File: config.mk
export PLATFORM = sky130hd
export DESIGN_NAME = seq_divider
export DESIGN_NICKNAME = d
export VERILOG_FILES = /design/src/rtl/seq_div_pkg.sv /design/src/rtl/div_step.sv /design/src/rtl/seq_divider.sv
export SDC_FILE = /design/constraint.sdc
export NUM_CORES = 1
export LEC_CHECK = 0
export BUFFER_PORTS_ARGS = -buffer_cell sky130_fd_sc_hd__buf_2
export CAP_MARGIN = 20
export CORE_ASPECT_RATIO = 1.1
export CORE_UTILIZATION = 58
export CTS_BUF_LIST = sky130_fd_sc_hd__clkbuf_2 sky130_fd_sc_hd__clkbuf_4 sky130_fd_sc_hd__clkbuf_8
export DETAILED_ROUTE_END_ITERATION = 12
export PLACE_DENSITY = 0.8
export SLEW_MARGIN = 20
export SYNTH_ARGS = -nofsm -noshare
export SYNTH_HDL_FRONTEND = slang
export SYNTH_SLANG_ARGS = --single-unit
export TNS_END_PERCENT = 100
File: constraint.sdc
create_clock -name clk -period 3 [get_ports clk]
set_input_delay 0.45 -clock clk [delete_from_list [all_inputs] [get_ports clk]]
set_output_delay 0.45 -clock clk [all_outputs]
set_load 0.01 [all_outputs]
File: src/rtl/seq_div_pkg.sv
// Shared definitions for the sequential restoring divider.
//   state_t     : controller state encoding (IDLE / RUN / DONE)
//   DZ_FILL_BIT : replicated across the quotient on a divide-by-zero
package seq_div_pkg;

    typedef enum logic [1:0] {
        IDLE = 2'b00,
        RUN  = 2'b01,
        DONE = 2'b10
    } state_t;

    localparam logic DZ_FILL_BIT = 1'b1;

endpackage

File: src/rtl/div_step.sv
// One restoring-division step (purely combinational).
//   r_in  [dw-1:0] : partial remainder before the step
//   q_in  [dw-1:0] : dividend bits not yet consumed / quotient bits so far
//   d_in  [dw-1:0] : divisor
//   r_out [dw-1:0] : partial remainder after shift and trial subtract
//   q_out [dw-1:0] : shifted Q with the new quotient bit in bit 0
module div_step #(
    parameter int dw = 8
) (
    input  logic [dw-1:0] r_in,
    input  logic [dw-1:0] q_in,
    input  logic [dw-1:0] d_in,
    output logic [dw-1:0] r_out,
    output logic [dw-1:0] q_out
);

    logic [dw:0] r_sh;
    logic [dw:0] trial;

    // The partial remainder always stays below the divisor, so it fits in
    // dw bits; only the shifted value and the trial need the extra bit.
    always_comb begin
        r_sh  = {r_in, q_in[dw-1]};
        trial = r_sh - {1'b0, d_in};
        if (trial[dw] == 1'b0) begin
            r_out = trial[dw-1:0];
            q_out = {q_in[dw-2:0], 1'b1};
        end else begin
            r_out = r_sh[dw-1:0];
            q_out = {q_in[dw-2:0], 1'b0};
        end
    end

endmodule

File: src/rtl/seq_divider.sv
// Multi-cycle unsigned restoring divider, one quotient bit per clock.
//   clk, reset (async, active-high)
//   start, dividend, divisor : request; operands captured on the accepting edge
//   busy        : divide in progress
//   done        : one-cycle pulse, results valid
//   quotient, remainder, div_by_zero : registered results, held until the next
//                                      completion
//
// state | meaning
// IDLE  | waiting for start
// RUN   | one restoring step per edge, dw steps total
// DONE  | results valid, done pulse; returns to IDLE next edge
module seq_divider
    import seq_div_pkg::*;
#(
    parameter int dw = 8
) (
    input  logic          clk,
    input  logic          reset,
    input  logic          start,
    input  logic [dw-1:0] dividend,
    input  logic [dw-1:0] divisor,
    output logic          busy,
    output logic          done,
    output logic [dw-1:0] quotient,
    output logic [dw-1:0] remainder,
    output logic          div_by_zero
);

    localparam int CW = $clog2(dw) + 1;

    state_t         state_q, state_d;
    logic [CW-1:0]  cnt_q, cnt_d;
    logic [dw-1:0]  r_q, r_d;
    logic [dw-1:0]  q_q, q_d;
    logic [dw-1:0]  d_q, d_d;
    logic [dw-1:0]  quot_q, quot_d;
    logic [dw-1:0]  rem_q, rem_d;
    logic           dbz_q, dbz_d;

    logic [dw-1:0]  r_step;
    logic [dw-1:0]  q_step;

    div_step #(.dw(dw)) u_step (
        .r_in  (r_q),
        .q_in  (q_q),
        .d_in  (d_q),
        .r_out (r_step),
        .q_out (q_step)
    );

    always_ff @(posedge clk or posedge reset) begin
        if (reset) begin
            state_q <= IDLE;
            cnt_q   <= '0;
            r_q     <= '0;
            q_q     <= '0;
            d_q     <= '0;
            quot_q  <= '0;
            rem_q   <= '0;
            dbz_q   <= 1'b0;
        end else begin
            state_q <= state_d;
            cnt_q   <= cnt_d;
            r_q     <= r_d;
            q_q     <= q_d;
            d_q     <= d_d;
            quot_q  <= quot_d;
            rem_q   <= rem_d;
            dbz_q   <= dbz_d;
        end
    end

    always_comb begin
        state_d = state_q;
        cnt_d   = cnt_q;
        r_d     = r_q;
        q_d     = q_q;
        d_d     = d_q;
        quot_d  = quot_q;
        rem_d   = rem_q;
        dbz_d   = dbz_q;
        unique case (state_q)
            IDLE: begin
                if (start) begin
                    if (divisor != '0) begin
                        r_d     = '0;
                        q_d     = dividend;
                        d_d     = divisor;
                        cnt_d   = '0;
                        dbz_d   = 1'b0;
                        state_d = RUN;
                    end else begin
                        quot_d  = {dw{DZ_FILL_BIT}};
                        rem_d   = dividend;
                        dbz_d   = 1'b1;
                        state_d = DONE;
                    end
                end
            end
            RUN: begin
                r_d   = r_step;
                q_d   = q_step;
                cnt_d = cnt_q + CW'(1);
                // Last step: publish straight from the step outputs.
                if (cnt_q == CW'(dw - 1)) begin
                    quot_d  = q_step;
                    rem_d   = r_step;
                    state_d = DONE;
                end
            end
            DONE: begin
                state_d = IDLE;
            end
            default: begin
                state_d = IDLE;
            end
        endcase
    end

    assign busy        = (state_q == RUN);
    assign done        = (state_q == DONE);
    assign quotient    = quot_q;
    assign remainder   = rem_q;
    assign div_by_zero = dbz_q;

endmodule

==> flow_summary.toml <==
[worst_setup_path]
critPathRequiredTime_ns = 3.21
endpoint_kind = "register"
cp-start-kind = "register"
crit_type = "register to register"
arrival_ns = 2.94
cpMaxStageDelayCell = "a221oi_4"
crit_chain = "inv_1 > ha_1 > inv_1 > fa_1 > a211oi_4 > o211ai_2 > a221oi_4 > buf_4 > nand2_2 > o31a_1 > a221oi_2"
cp_slowest_stage_delay_ns = 0.46
cp_max_fo = 9
crit_top_cell = "inv_1"

[placement]
place_congestion = 0.873
numPortBuffers = 37
hpwl_um = 3730
dp.cells = 341

[logic_synthesis]
yosysWarningCount = 0
netlist_area_um2 = 2410
netlist.area_leader.share_pct = 48.9
synthTopCellsByCount = "47 x dfrtp_1, 39 x nor2_1, 37 x nand2_1, 18 x a21oi_1, 16 x o21ai_0"
synth_top_area_cell = "dfrtp_1"
synth.avg_cell_area_um2 = 9.33
synth_seq_cells = 47
syn_nets = 287
syn-instance-count = 258
synth_edf_count = 0
async_reset_ff_share_pct = 100
ys.flop_type = "dfrtp_1"
post-synth-top-count-cell = "dfrtp_1"
yosys.cell_types.count = 43
ys_seq_area_share_pct = 48.9
synth_area_leaders = "dfrtp_1 49%, nor2_1 6.1%, nand2_1 5.8%, ha_1 4.7%, a21oi_1 3.7%"

[grt]
grt_pass1_wl_um = 8880
grt_max_degree = 48
gr-total-overflow = 0
antenna_found_initial = 0
grt.total_usage_pct = 26.4
grt_pass1_vias = 1924

[clock_network]
postCtsSetupRepairBufs = 0
cts_sinks = 47
ctsResizeCount = 0
cts_hold_buf = 0
clkTransAtPathRegs_ns = 0.09
cts_buffers = 5
cts_tree = "yes"
clock_latency_ns = 0.29
cts-root-buf = "clkbuf_8"
cts_buffer_depth = 2
cts_max_level = 2

[power_and_ir_drop]
leakagePower_nw = 1.28
worst_ir_drop_vdd_uv = 764
power.density_nw_per_um2 = 1270
total_power_mw = 3.53

[detailed_routing]
ant_nets = 0
vias = 1956
drc_errors = 0
drt_iter0_markers = 125
wl_per_cell_um = 15.0
routed_wl_um = 5270
via_per_inst = 5.59
drtPass1Iterations = 5

[timing]
final.setup_skew_ns = 0.00869
worstMarginPinSlew_ns = 0.661
hold_viol = 0
slew_viol_final = 0
final.setup.tns_ns = 0
fmax_mhz = 366
finalCritPeriodShare_pct = 91.0
finalSetupViolations = 0
slew_headroom_pct = 55.7
rsz0062_at_grt = "no"
fin_crit_ns = 2.73

[floorplanning]
die_h_um = 69.6
row_count = 24
core_area_um2 = 3960
io_pins = 38
die_w_um = 63.4
initial_core_util_pct = 60.7
dieArea_um2 = 4410

[layout]
nets = 326
area_growth_pct = 15.2
fin_cells = 350
drive_above_1_share_pct = 20.1
n_antenna_cell = 0

[flow_run]
maxCapViolCount = 0

[run_status]
status = "complete, no violations"

[min_path]
min_path_type = "input pin to async pin"
registers in the layout, indices dropped and copies added (netlist names):
register / flops
d_q: 8
q_q: 8
quotient: 8
r_q: 8
remainder: 8
cnt_q: 4
state_q: 2
div_by_zero: 1
layer usage:
metal / wire [um] / vias to the layer above / GRT usage [%]
met5: 0 / - / 0
met4: 47 / 0 / 8.33
met3: 246 / 4 / 6.25
met2: 2530 / 54 / 41.5
met1: 2440 / 932 / 36.2
li1: - / 966 / -
path summary, 6_finish.rpt:
kind,from,endpoint,slack (ns),depth (start not counted)
worst max register to register,q_q[7]$_DFFE_PP0P_,remainder[5]$_DFFE_PP0P_,0.27,11
worst min-delay path,reset,cnt_q[1]$_DFFE_PP0P_,0.20,2
worst max-delay path,q_q[7]$_DFFE_PP0P_,remainder[5]$_DFFE_PP0P_,0.27,11
min in group clk,divisor[4],d_q[4]$_DFFE_PP0P_,0.38,3
worst min register to register,div_by_zero$_DFFE_PP0P_,div_by_zero$_DFFE_PP0P_,0.48,2
max in group asynchronous,reset,quotient[3]$_DFFE_PP0P_,2.29,3
per-stage QoR:
step / cell area, um2 / hold WS, ns / worst slack, ns / util (%)
6_report: 2770 / 0.198 / 0.269 / 69.9
5_1_grt: 2770 / 0.220 / 0.0931 / 69.9
4_1_cts: 2750 / 0.370 / 0.281 / 69.3
3_5_place_dp: 2640 / 0.462 / 0.274 / 66.6
3_3_place_gp: 2640 / 0.457 / 0.390 / 66.6
2_1_floorplan: 2410 / 0.467 / 0.517 / -
logic make-up after synthesis:
kind of cell / Yosys count / share of synthesized area [%]
AND/OR/NAND/NOR: 91 / 15.9
AO/OA/AOI/OAI: 73 / 20.8
flip-flops: 47 / 48.9
buffers and inverters: 26 / 4.57
adder cells (fa/ha/maj): 10 / 5.51
XOR/XNOR: 6 / 2.18
multiplexers: 5 / 2.13
layout make-up:
class	count	area [um2]
clock buffer	8	104
sequential	47	1180
multi-input combinational	185	1120
tap	52	65.1
timing repair buffer	43	250
fill	335	1190
inverter	15	56.3
cells in the final DEF (no fill, tap or decap), types with 2 or more instances in the layout:
cell,n
o31a_1,2
dfrtp_1,47
buf_4,5
o21ai_0,16
inv_1,14
mux2i_1,4
xor2_1,4
clkbuf_8,7
and2_1,2
o21a_1,5
nor2b_1,3
a21oi_1,18
nor2_1,39
ha_1,9
o22ai_1,4
o211ai_1,3
a31oi_1,10
xnor2_1,2
o21ai_1,4
or4_1,2
buf_2,37
nand2_1,37
worst max-delay path: cells and delay by family, from the launching register on:
family                     cells  cell delay [ns]
adders and majority gates      2             0.59
AOI/OAI and AO/OA              5             1.26
DFF                            1             0.40
buffers and inverters          3             0.35
and+or+nand+nor                1             0.05
power by group:
part	switching, mW	total, mW	internal (mW)	leakage, nW
logic	1.18	2.01	0.827	0.678
clock network	0.200	0.419	0.220	0.0549
registers	0.186	1.10	0.919	0.547
Power figures use the tool's default switching activity.
